<file path="src/rtl/hps_fpga_pingpong_mailbox.sv">
// -----------------------------------------------------------------------------
// hps_fpga_pingpong_mailbox
//
// Multi-channel mailbox between an HPS lightweight-bridge Avalon-MM slave and
// FPGA fabric logic. Each channel has two 2-entry ping-pong buffers:
//   h2f : HPS writes words, fabric drains them over a valid/ready stream.
//   f2h : fabric fills over valid/ready, HPS reads words out.
//
// Configuration macro: PINGPONG_IRQ_EN
//   defined   - per-channel irq_en in CTRL bit 8, registered level irq output.
//   undefined - irq tied 0, CTRL bit 8 ignored, STATUS bits 8/9 read 0.
//
// Ports
//   clk_clk        single clock for all logic
//   reset_reset_n  asynchronous active-low reset
//   avs_*          Avalon-MM slave, address = {channel, reg[1:0]},
//                  read latency 1, zero write wait states
//   h2f_valid/data/ready  per-channel HPS->FPGA stream (data packed c*DATA_W)
//   f2h_valid/data/ready  per-channel FPGA->HPS stream
//   irq            level-sensitive active-high interrupt
//
// Register map per channel
//   0 H2F_DATA  W: push h2f (dropped + h2f_ovf when full)   R: 0
//   1 F2H_DATA  R: pop f2h (0 + f2h_unf when empty)         W: ignored
//   2 STATUS    R: [1:0] h2f_count [3:2] f2h_count [4] h2f_ovf [5] f2h_unf
//                  [8] irq_en [9] irq_pend
//   3 CTRL      W: [0] flush h2f [1] flush f2h [2] clear flags [8] irq_en
//               R: irq_en at bit 8
// -----------------------------------------------------------------------------
module hps_fpga_pingpong_mailbox #(
    parameter int DATA_W   = 32,
    parameter int CHANNELS = 4
) (
    input  logic                         clk_clk,
    input  logic                         reset_reset_n,
    input  logic [$clog2(CHANNELS)+1:0]  avs_address,
    input  logic                         avs_read,
    input  logic                         avs_write,
    input  logic [DATA_W-1:0]            avs_writedata,
    output logic [DATA_W-1:0]            avs_readdata,
    output logic [CHANNELS-1:0]          h2f_valid,
    output logic [CHANNELS*DATA_W-1:0]   h2f_data,
    input  logic [CHANNELS-1:0]          h2f_ready,
    input  logic [CHANNELS-1:0]          f2h_valid,
    input  logic [CHANNELS*DATA_W-1:0]   f2h_data,
    output logic [CHANNELS-1:0]          f2h_ready,
    output logic                         irq
);

    localparam int CH_AW = $clog2(CHANNELS);

    typedef enum logic [1:0] {
        REG_H2F_DATA = 2'd0,
        REG_F2H_DATA = 2'd1,
        REG_STATUS   = 2'd2,
        REG_CTRL     = 2'd3
    } reg_e;

    // ------------------------------------------------------------------
    // Bus decode. A read colliding with a write is dropped (no pop, no
    // unf) and returns 0; the write proceeds.
    // ------------------------------------------------------------------
    logic [CH_AW-1:0] sel_ch;
    reg_e             sel_reg;
    logic             rd_en;
    logic             wr_en;

    assign sel_ch  = avs_address[CH_AW+1:2];
    assign sel_reg = reg_e'(avs_address[1:0]);
    assign rd_en   = avs_read & ~avs_write;
    assign wr_en   = avs_write;

    // Per-channel views gathered for the read mux and irq.
    logic [1:0]        h2f_count_a [CHANNELS];
    logic [1:0]        f2h_count_a [CHANNELS];
    logic [DATA_W-1:0] f2h_head_a  [CHANNELS];
    logic [31:0]       status_a    [CHANNELS];
    logic [CHANNELS-1:0] irq_en;
    logic [CHANNELS-1:0] irq_pend;

`ifdef PINGPONG_IRQ_EN
    // CTRL bit 8 only exists when the word is wide enough to carry it.
    logic wd_irq_en;
    if (DATA_W > 8) begin : g_wd_bit8
        assign wd_irq_en = avs_writedata[8];
    end else begin : g_wd_nobit8
        assign wd_irq_en = 1'b0;
    end
`endif

    for (genvar c = 0; c < CHANNELS; c++) begin : g_ch
        logic              hit;
        logic              ctrl_wr;

        logic [DATA_W-1:0] h2f_bank [2];
        logic              h2f_wr_sel;
        logic              h2f_rd_sel;
        logic [1:0]        h2f_count;
        logic              h2f_push_req;
        logic              h2f_pop;
        logic              h2f_push;
        logic              h2f_drop;
        logic              h2f_flush;
        logic              h2f_ovf;

        logic [DATA_W-1:0] f2h_bank [2];
        logic              f2h_wr_sel;
        logic              f2h_rd_sel;
        logic [1:0]        f2h_count;
        logic              f2h_push;
        logic              f2h_pop_req;
        logic              f2h_pop;
        logic              f2h_unf_set;
        logic              f2h_flush;
        logic              f2h_unf;

        logic              flag_clr;

        assign hit     = (sel_ch == CH_AW'(c));
        assign ctrl_wr = wr_en & hit & (sel_reg == REG_CTRL);

        assign h2f_flush = ctrl_wr & avs_writedata[0];
        assign f2h_flush = ctrl_wr & avs_writedata[1];
        assign flag_clr  = ctrl_wr & avs_writedata[2];

        // h2f: a push into a full buffer is still accepted when the fabric
        // frees a bank on the same edge.
        assign h2f_pop      = h2f_valid[c] & h2f_ready[c];
        assign h2f_push_req = wr_en & hit & (sel_reg == REG_H2F_DATA);
        assign h2f_push     = h2f_push_req & ((h2f_count != 2'd2) | h2f_pop);
        assign h2f_drop     = h2f_push_req & (h2f_count == 2'd2) & ~h2f_pop;

        // f2h: ready comes from the registered count only, so a full buffer
        // refuses pushes even while the HPS is popping.
        assign f2h_push    = f2h_valid[c] & f2h_ready[c];
        assign f2h_pop_req = rd_en & hit & (sel_reg == REG_F2H_DATA);
        assign f2h_pop     = f2h_pop_req & (f2h_count != 2'd0);
        assign f2h_unf_set = f2h_pop_req & (f2h_count == 2'd0);

        // NOTE: sequential state uses non-blocking assignments so every
        // register samples pre-edge values regardless of statement order.
        // NOTE: the two-word banks are reset as well, so a reset discards
        // buffered data and the read path never exposes stale words.
        always_ff @(posedge clk_clk or negedge reset_reset_n) begin
            if (!reset_reset_n) begin
                h2f_bank[0] <= '0;
                h2f_bank[1] <= '0;
                h2f_wr_sel  <= 1'b0;
                h2f_rd_sel  <= 1'b0;
                h2f_count   <= 2'd0;
            end else if (h2f_flush) begin
                // A concurrent fabric handshake still completes; its word is
                // simply discarded along with the rest.
                h2f_wr_sel <= 1'b0;
                h2f_rd_sel <= 1'b0;
                h2f_count  <= 2'd0;
            end else begin
                if (h2f_push) begin
                    h2f_bank[h2f_wr_sel] <= avs_writedata;
                    h2f_wr_sel           <= ~h2f_wr_sel;
                end
                if (h2f_pop) begin
                    h2f_rd_sel <= ~h2f_rd_sel;
                end
                case ({h2f_push, h2f_pop})
                    2'b10:   h2f_count <= h2f_count + 2'd1;
                    2'b01:   h2f_count <= h2f_count - 2'd1;
                    default: h2f_count <= h2f_count;
                endcase
            end
        end

        always_ff @(posedge clk_clk or negedge reset_reset_n) begin
            if (!reset_reset_n) begin
                f2h_bank[0] <= '0;
                f2h_bank[1] <= '0;
                f2h_wr_sel  <= 1'b0;
                f2h_rd_sel  <= 1'b0;
                f2h_count   <= 2'd0;
            end else if (f2h_flush) begin
                f2h_wr_sel <= 1'b0;
                f2h_rd_sel <= 1'b0;
                f2h_count  <= 2'd0;
            end else begin
                if (f2h_push) begin
                    f2h_bank[f2h_wr_sel] <= f2h_data[c*DATA_W +: DATA_W];
                    f2h_wr_sel           <= ~f2h_wr_sel;
                end
                if (f2h_pop) begin
                    f2h_rd_sel <= ~f2h_rd_sel;
                end
                case ({f2h_push, f2h_pop})
                    2'b10:   f2h_count <= f2h_count + 2'd1;
                    2'b01:   f2h_count <= f2h_count - 2'd1;
                    default: f2h_count <= f2h_count;
                endcase
            end
        end

        // Sticky flags: the set terms come last so they win over a clear.
        always_ff @(posedge clk_clk or negedge reset_reset_n) begin
            if (!reset_reset_n) begin
                h2f_ovf <= 1'b0;
                f2h_unf <= 1'b0;
            end else begin
                if (flag_clr) begin
                    h2f_ovf <= 1'b0;
                    f2h_unf <= 1'b0;
                end
                if (h2f_drop)    h2f_ovf <= 1'b1;
                if (f2h_unf_set) f2h_unf <= 1'b1;
            end
        end

`ifdef PINGPONG_IRQ_EN
        always_ff @(posedge clk_clk or negedge reset_reset_n) begin
            if (!reset_reset_n) begin
                irq_en[c] <= 1'b0;
            end else if (ctrl_wr) begin
                irq_en[c] <= wd_irq_en;
            end
        end
        assign irq_pend[c] = irq_en[c] & ((f2h_count != 2'd0) | h2f_ovf | f2h_unf);
`else
        assign irq_en[c]   = 1'b0;
        assign irq_pend[c] = 1'b0;
`endif

        assign h2f_valid[c]                  = (h2f_count != 2'd0);
        assign h2f_data[c*DATA_W +: DATA_W]  = h2f_bank[h2f_rd_sel];
        assign f2h_ready[c]                  = (f2h_count != 2'd2);

        assign h2f_count_a[c] = h2f_count;
        assign f2h_count_a[c] = f2h_count;
        assign f2h_head_a[c]  = f2h_bank[f2h_rd_sel];
        assign status_a[c]    = {22'd0, irq_pend[c], irq_en[c], 2'd0,
                                 f2h_unf, h2f_ovf, f2h_count, h2f_count};
    end

    // ------------------------------------------------------------------
    // Read mux, registered for a fixed read latency of one cycle.
    // ------------------------------------------------------------------
    logic [31:0] rd_word;

    // NOTE: rd_word gets a default before the case so no path leaves it
    // unassigned and no latch is inferred.
    always_comb begin
        rd_word = 32'd0;
        case (sel_reg)
            REG_F2H_DATA: begin
                if (f2h_count_a[sel_ch] != 2'd0) begin
                    rd_word[DATA_W-1:0] = f2h_head_a[sel_ch];
                end
            end
            REG_STATUS: rd_word = status_a[sel_ch];
            REG_CTRL:   rd_word[8] = irq_en[sel_ch];
            default:    rd_word = 32'd0;
        endcase
    end

    always_ff @(posedge clk_clk or negedge reset_reset_n) begin
        if (!reset_reset_n) begin
            avs_readdata <= '0;
        end else if (avs_read) begin
            avs_readdata <= rd_en ? rd_word[DATA_W-1:0] : '0;
        end
    end

    // h2f_count is only observed through STATUS; keep the gathered copy
    // referenced so the channel view stays complete.
    logic [1:0] h2f_count_sel;
    assign h2f_count_sel = h2f_count_a[sel_ch];

`ifdef PINGPONG_IRQ_EN
    always_ff @(posedge clk_clk or negedge reset_reset_n) begin
        if (!reset_reset_n) begin
            irq <= 1'b0;
        end else begin
            irq <= |irq_pend;
        end
    end
`else
    assign irq = 1'b0;
`endif

endmodule
</file>
<file path="config.mk">
export PLATFORM = sky130hd
export DESIGN_NAME = hps_fpga_pingpong_mailbox
export DESIGN_NICKNAME = d
export VERILOG_FILES = /design/src/rtl/hps_fpga_pingpong_mailbox.sv
export SDC_FILE = /design/constraint.sdc
export NUM_CORES = 1
export LEC_CHECK = 0
export CORE_AREA = 3 3 290 349
export CTS_CLUSTER_DIAMETER = 120
export DETAILED_ROUTE_END_ITERATION = 10
export DIE_AREA = 0 0 293 352
export GPL_TIMING_DRIVEN = 0
export PLACE_DENSITY_LB_ADDON = 0.3
export SETUP_SLACK_MARGIN = 0.05
export SKIP_LAST_GASP = 1
export SLEW_MARGIN = 20
export SYNTH_ARGS = -nofsm -noshare
export SYNTH_HDL_FRONTEND = slang
export SYNTH_SLANG_ARGS = --single-unit
</file>
<file path="constraint.sdc">
create_clock -name clk_clk -period 2.4 [get_ports clk_clk]
set_clock_uncertainty 0.05 [all_clocks]
set_input_delay 0.48 -clock clk_clk [delete_from_list [all_inputs] [get_ports clk_clk]]
set_output_delay 0.48 -clock clk_clk [all_outputs]
set_load 0.01 [all_outputs]
</file>
==> impl_metrics.ini, run 1 <==
[clock_network]
cts_sinks = 584
cts_inserted_buffers = 68
tritoncts = yes
cts.htree.levels = 3
cts_buffer_depth = 3
clock_latency_ns = 0.61
root_buffer = clkbuf_16
clk_pin_slew_ns = 0.07

[critical_path]
crit_path_start_kind = register
required_ns = 1.87
startpoint = g_ch[3].h2f_rd_sel
critPathMaxFanout = 8
crit_arrival_ns = 1.92
worst-r2r-cell-count = 5
worstSetupPathType = register to output port
crit_path_end = h2f_data[121]
r2r-end = avs_readdata[31]
r2r-start = g_ch[1].f2h_rd_sel
regToRegSetupSlack_ns = 0.14
cp-end-kind = output port

[die]
die_h_um = 352
io_pins = 345
die_w_um = 293
coreArea_sq_um = 98200
rows = 126
dieArea_sq_um = 103000
initial_core_util = 0.269

[cells_and_area]
fin_cells = 3632
drive_gt1_frac = 0.476
final_nets = 2470
design_area_sq_um = 35500
final_common_cell = dfrtp_1
syn2layout_area_growth_pct = 34.4
seq_area_sq_um = 14600
multiInputGateArea_sq_um = 11500
fillers = 9375
layout_common_cells = 576 x dfrtp_1, 544 x mux2_2, 202 x clkdlybuf4s50_1, 131 x mux2i_1, 123 x buf_6

[drt]
drc_errors = 0
postRouteAntennaNets = 0
firstDrtPassIters = 5
viasPerCell = 4.63
drtIter0Drc = 633
wire_per_inst_um = 22.2
finalWirelength_um = 80700
vias = 16800

[run_status]
status = finished with violations
violations = setup timing

[placement]
io_buffers = 342
placed_area_sq_um = 31600
placed_cells = 3423
hpwl_um = 58400
dp_slack_ns = -0.980
place_congestion = 0.785

[timing]
final-setup-viol-count = 48
slew_headroom = 0.374
timing.final.hold_violations = 0
rsz0062_at_grt = yes
tightest_slew_ns = 0.940
slew_viol_final = 0
setup_ws_ns = -0.0514
whs_ns = 0.290
max_freq_mhz = 408
fin_crit_sh = 1.02
layout_min_cycle_time_ns = 2.45

[synth]
yosysTopAreaCellShare = 0.554
syn_area_per_cell_sq_um = 14.7
yosys_warnings = 0
synth-xor-area-share = 0.00664
synth_area_sq_um = 26400
synth_area_leaders = dfrtp_1 55%, mux2_2 26%, mux2i_1 5.0%, mux4_2 3.2%, mux2_1 0.98%
muxShareOfSynthArea = 0.355
synth_compound_area_frac = 0.0200
seq_area_frac_synth = 0.554
synthSimpleGateAreaFrac = 0.0348
synth_nets = 1975
ys_types = 54
synth_top_family_by_area = multiplexers
synth-seq-cells = 584
syn_inst = 1795
yosys.area.top_type = dfrtp_1
synthAdderAreaFrac = 0.00190

[global_route]
gr-total-overflow = 0
grt_usage = 0.155
grt_pass1_wl_um = 120000
first_global_vias = 18500
grt_max_degree = 103
antenna_found_initial = 23

[run]
drv_cap = 0

[power]
power_leakage_nw = 15.5
finalPower_mw = 44.8
p_per_area_nw_per_um2 = 1260
irDropWorstVdd_mv = 0.607

[min_path]
hp-class = input port to register
-- stage by stage --
| stage | setup TNS, ns | utilization |
|---|---|---|
| 6_report | -0.952 | 0.361 |
| 5_1_grt | -4.51 | 0.361 |
| 4_1_cts | -7.27 | 0.356 |
| 3_5_place_dp | -468.95 | 0.322 |
| 3_3_place_gp | - | 0.320 |
| 2_1_floorplan | 0 | - |
-- registers in the layout, indices dropped and copies added, names as in the netlist, 8 cells and up --
register and flops:
g_ch.h2f_count 8, g_ch.h2f_bank 256, avs_readdata 32, g_ch.f2h_count 8
g_ch.f2h_bank 256
-- layer usage --
layer / wire, um / GRT usage / vias up
met5: 110 / 0 / -
met4: 2410 / 0.0590 / 16
met3: 5620 / 0.0470 / 129
met2: 40200 / 0.266 / 400
met1: 32300 / 0.180 / 8765
li1: - / - / 7523
-- Yosys cell counts, drive strengths merged --
cell,n
buf,77
nor3,15
nand3,8
a211oi,4
dfrtp,584
nor2b,11
nand4,2
or3,3
xor2,9
a21boi,1
conb,1
o21bai,3
mux2,640
a22o,6
o22ai,26
nor2,43
nand4bb,1
o2111ai,3
mux4,38
and4b,1
clkbuf,30
and3b,1
xnor2,11
nand4b,2
a21oi,14
nor3b,4
or2,5
nand3b,7
o211ai,4
ha,4
mux2i,131
a31oi,4
inv,36
nand2b,8
nor4,5
o21ai,10
and3,6
nand2,28
a32o,1
or3b,3
a21o,4
o31ai,1
-- power breakdown --
group / switching [mW] / internal [mW] / total, mW
sequential: 2.18 / 14.0 / 16.1
combinational: 7.44 / 10.8 / 18.2
clock: 4.18 / 6.28 / 10.5
total: 13.8 / 31.0 / 44.8
-- layout make-up --
| type | count | share of cell area |
|---|---|---|
| Multi-Input combinational cell | 1068 | 0.323 |
| Buffer | 99 | 0.0237 |
| Clock buffer | 100 | 0.0568 |
| Timing Repair Buffer | 433 | 0.127 |
| Antenna cell | 10 | 0.000705 |
| Clock inverter | 22 | 0.00712 |
| Sequential cell | 584 | 0.412 |
| Inverter | 36 | 0.00381 |
| Tap cell | 1280 | 0.0451 |
-- cell families after synthesis --
family                   after synthesis
buffers and inverters                143
XOR/XNOR                              20
flip-flops                           584
multiplexers                         809
AO/OA/AOI/OAI                         81
other                                  1
adder cells (fa/ha/maj)                4
AND/OR/NAND/NOR                      153
-- worst min path at each step --
stage,from,end,slack (ns),cells past startpoint
6_report,avs_writedata[0],g_ch[2].h2f_bank[0],0.29,2
5_1_grt,avs_writedata[0],g_ch[2].h2f_bank[0],0.28,2
4_1_cts,avs_writedata[0],g_ch[2].h2f_bank[0],0.22,2
3_5_place_dp,reset_reset_n,g_ch[2].h2f_bank[8],0.41,1
3_3_place_gp,g_ch[1].h2f_bank[38],g_ch[1].h2f_bank[38],0.42,1
2_1_floorplan,reset_reset_n,avs_readdata[0],0.13,0
-- worst max-delay path: stages (launching register included) --
cell       delay (ns)
dfrtp_2          0.42
buf_12           0.16
clkbuf_16        0.16
buf_4            0.13
mux2_4           0.30
buf_6            0.12
-- what timing repair did --
item / 4_1_cts / 5_1_grt
hold endpoints to repair: 57 / 0
hold buffers: 1 / 0
buffers inserted: 55 / 20
gates resized for setup: 662 / 178
pin swaps: 4 / 5
cloned: 9 / 2
setup endpoints to repair: 633 / 456
Note: power is estimated with default switching activity, not from simulation.
==> run 2, diff against run 1 <==
--- a/config.mk
+++ b/config.mk
@@ -5,10 +5,12 @@
 export SDC_FILE = /design/constraint.sdc
 export NUM_CORES = 1
 export LEC_CHECK = 0
-export CORE_AREA = 3 3 290 349
+export CELL_PAD_IN_SITES_DETAIL_PLACEMENT = 0
+export CELL_PAD_IN_SITES_GLOBAL_PLACEMENT = 1
+export CORE_AREA = 3 3 223 269
 export CTS_CLUSTER_DIAMETER = 120
 export DETAILED_ROUTE_END_ITERATION = 10
-export DIE_AREA = 0 0 293 352
+export DIE_AREA = 0 0 226 272
 export GPL_TIMING_DRIVEN = 0
 export PLACE_DENSITY_LB_ADDON = 0.3
 export SETUP_SLACK_MARGIN = 0.05
==> impl_metrics.ini, run 2 (same netlist as run 1, synthesis figures left out) <==
[placement]
place_congestion = 0.802
dp_slack_ns = -1.06
placed_cells = 2878
io_buffers = 342
hpwl_um = 50100

[cells_and_area]
syn2layout_area_growth_pct = 29.6
layout_common_cells = 580 x dfrtp_1, 557 x mux2_2, 202 x clkdlybuf4s50_1, 131 x mux2i_1, 107 x buf_6
final_nets = 2449
top_regs = g_ch.f2h_bank (256), g_ch.h2f_bank (256), avs_readdata (32)
final_common_cell = dfrtp_1
fin_cells = 3057
post-route-util = 0.597
drive_gt1_frac = 0.464

[critical_path]
critPathMaxFanout = 5
r2r-end = g_ch[3].h2f_bank[30]
worstSetupPathType = register to output port
crit_path_start_kind = register
crit_path_end = h2f_data[4]
cp-end-kind = output port
r2r-start = g_ch[3].h2f_count[0]
crit_arrival_ns = 1.92
worst-r2r-cell-count = 6
startpoint = g_ch[0].h2f_rd_sel
required_ns = 1.87
regToRegSetupSlack_ns = 0.16

[die]
die_h_um = 272
io_pins = 345
initial_core_util = 0.461
die_w_um = 226
coreArea_sq_um = 57300
rows = 96
dieArea_sq_um = 61500

[timing]
max_freq_mhz = 408
tightest_slew_ns = 0.897
final-setup-viol-count = 30
fin_crit_sh = 1.02
rsz0062_at_grt = yes
setup_ws_ns = -0.0484
whs_ns = 0.236
slew_headroom = 0.402
slew_viol_final = 0
layout_min_cycle_time_ns = 2.45
timing.final.hold_violations = 0

[global_route]
first_global_vias = 18200
grt_usage = 0.233
gr-total-overflow = 0
antenna_found_initial = 9
grt_max_degree = 105
grt_pass1_wl_um = 109000

[drt]
wire_per_inst_um = 23.4
finalWirelength_um = 71400
vias = 16500
viasPerCell = 5.39
drc_errors = 0
postRouteAntennaNets = 0
drtIter0Drc = 726
firstDrtPassIters = 5

[clock_network]
clk_pin_slew_ns = 0.06
clock_latency_ns = 0.62
root_buffer = clkbuf_16
tritoncts = yes
cts_buffer_depth = 3
cts_sinks = 584
cts_inserted_buffers = 58
cts.htree.levels = 2

[run_status]
status = finished with violations
violations = setup timing

[run]
drv_cap = 0

[power]
power_leakage_nw = 15.3
p_per_area_nw_per_um2 = 1260
irDropWorstVdd_mv = 0.707
finalPower_mw = 43.1

[min_path]
hp-class = input port to register
[run 2: where the power goes]
group | switching, mW | total, mW | internal (mW)
logic | 7.14 | 17.6 | 10.5
clock network | 3.82 | 9.42 | 5.60
registers | 2.19 | 16.1 | 13.9
[run 2: layout make-up]
class | instances | area (sq um)
multi-input cells | 1068 | 11400
inverters | 36 | 135
plain buffers | 96 | 747
diodes | 6 | 15.0
clock inverters | 17 | 245
repair buffers | 425 | 4410
fillers | 4494 | 23100
clock buffers | 90 | 1740
flip-flops and latches | 584 | 14600
well taps | 735 | 920
[run 2: worst min path at each step]
stage,startpoint,end,slack (ns),cells past startpoint
6_report,avs_writedata[0],g_ch[2].h2f_bank[0],0.24,2
5_1_grt,avs_writedata[0],g_ch[2].h2f_bank[0],0.22,2
4_1_cts,avs_writedata[0],g_ch[2].h2f_bank[0],0.17,2
3_5_place_dp,reset_reset_n,g_ch[1].h2f_bank[10],0.31,1
3_3_place_gp,g_ch[1].h2f_bank[37],g_ch[1].h2f_bank[37],0.41,1
2_1_floorplan,reset_reset_n,avs_readdata[0],0.13,0
[run 2: timing repair]
action                                 CTS  global route
setup endpoints to repair              570           450
buffers inserted                        51            18
endpoints found under the hold margin   28             0
cloned                                   9             1
gates resized for setup                624           173
pin swaps                                4             2
hold buffers                             1             0
[run 2: metal layers]
layer / share of wire / vias up / track usage / wire [um]
met5: 0.0011 / - / 0 / 75
met1: 0.40 / 8569 / 0.280 / 28400
met2: 0.53 / 341 / 0.426 / 37800
met4: 0.023 / 10 / 0.0592 / 1640
met3: 0.049 / 101 / 0.0480 / 3530
li1: - / 7454 / - / -
[run 2: through the flow]
step / cell area (sq um) / setup TNS [ns]
after floorplan: 26400 / 0
after global placement: 30700 / -
after detailed placement: 30900 / -427.88
after CTS: 33800 / -5.46
after global routing: 34200 / -3.37
final: 34200 / -0.767
[run 2: worst max-delay path: stages, from the launching register on]
cell and delay (ns):
dfrtp_2 0.43, buf_12 0.15, buf_12 0.12, clkbuf_16 0.16, mux2_4 0.32, buf_6 0.13
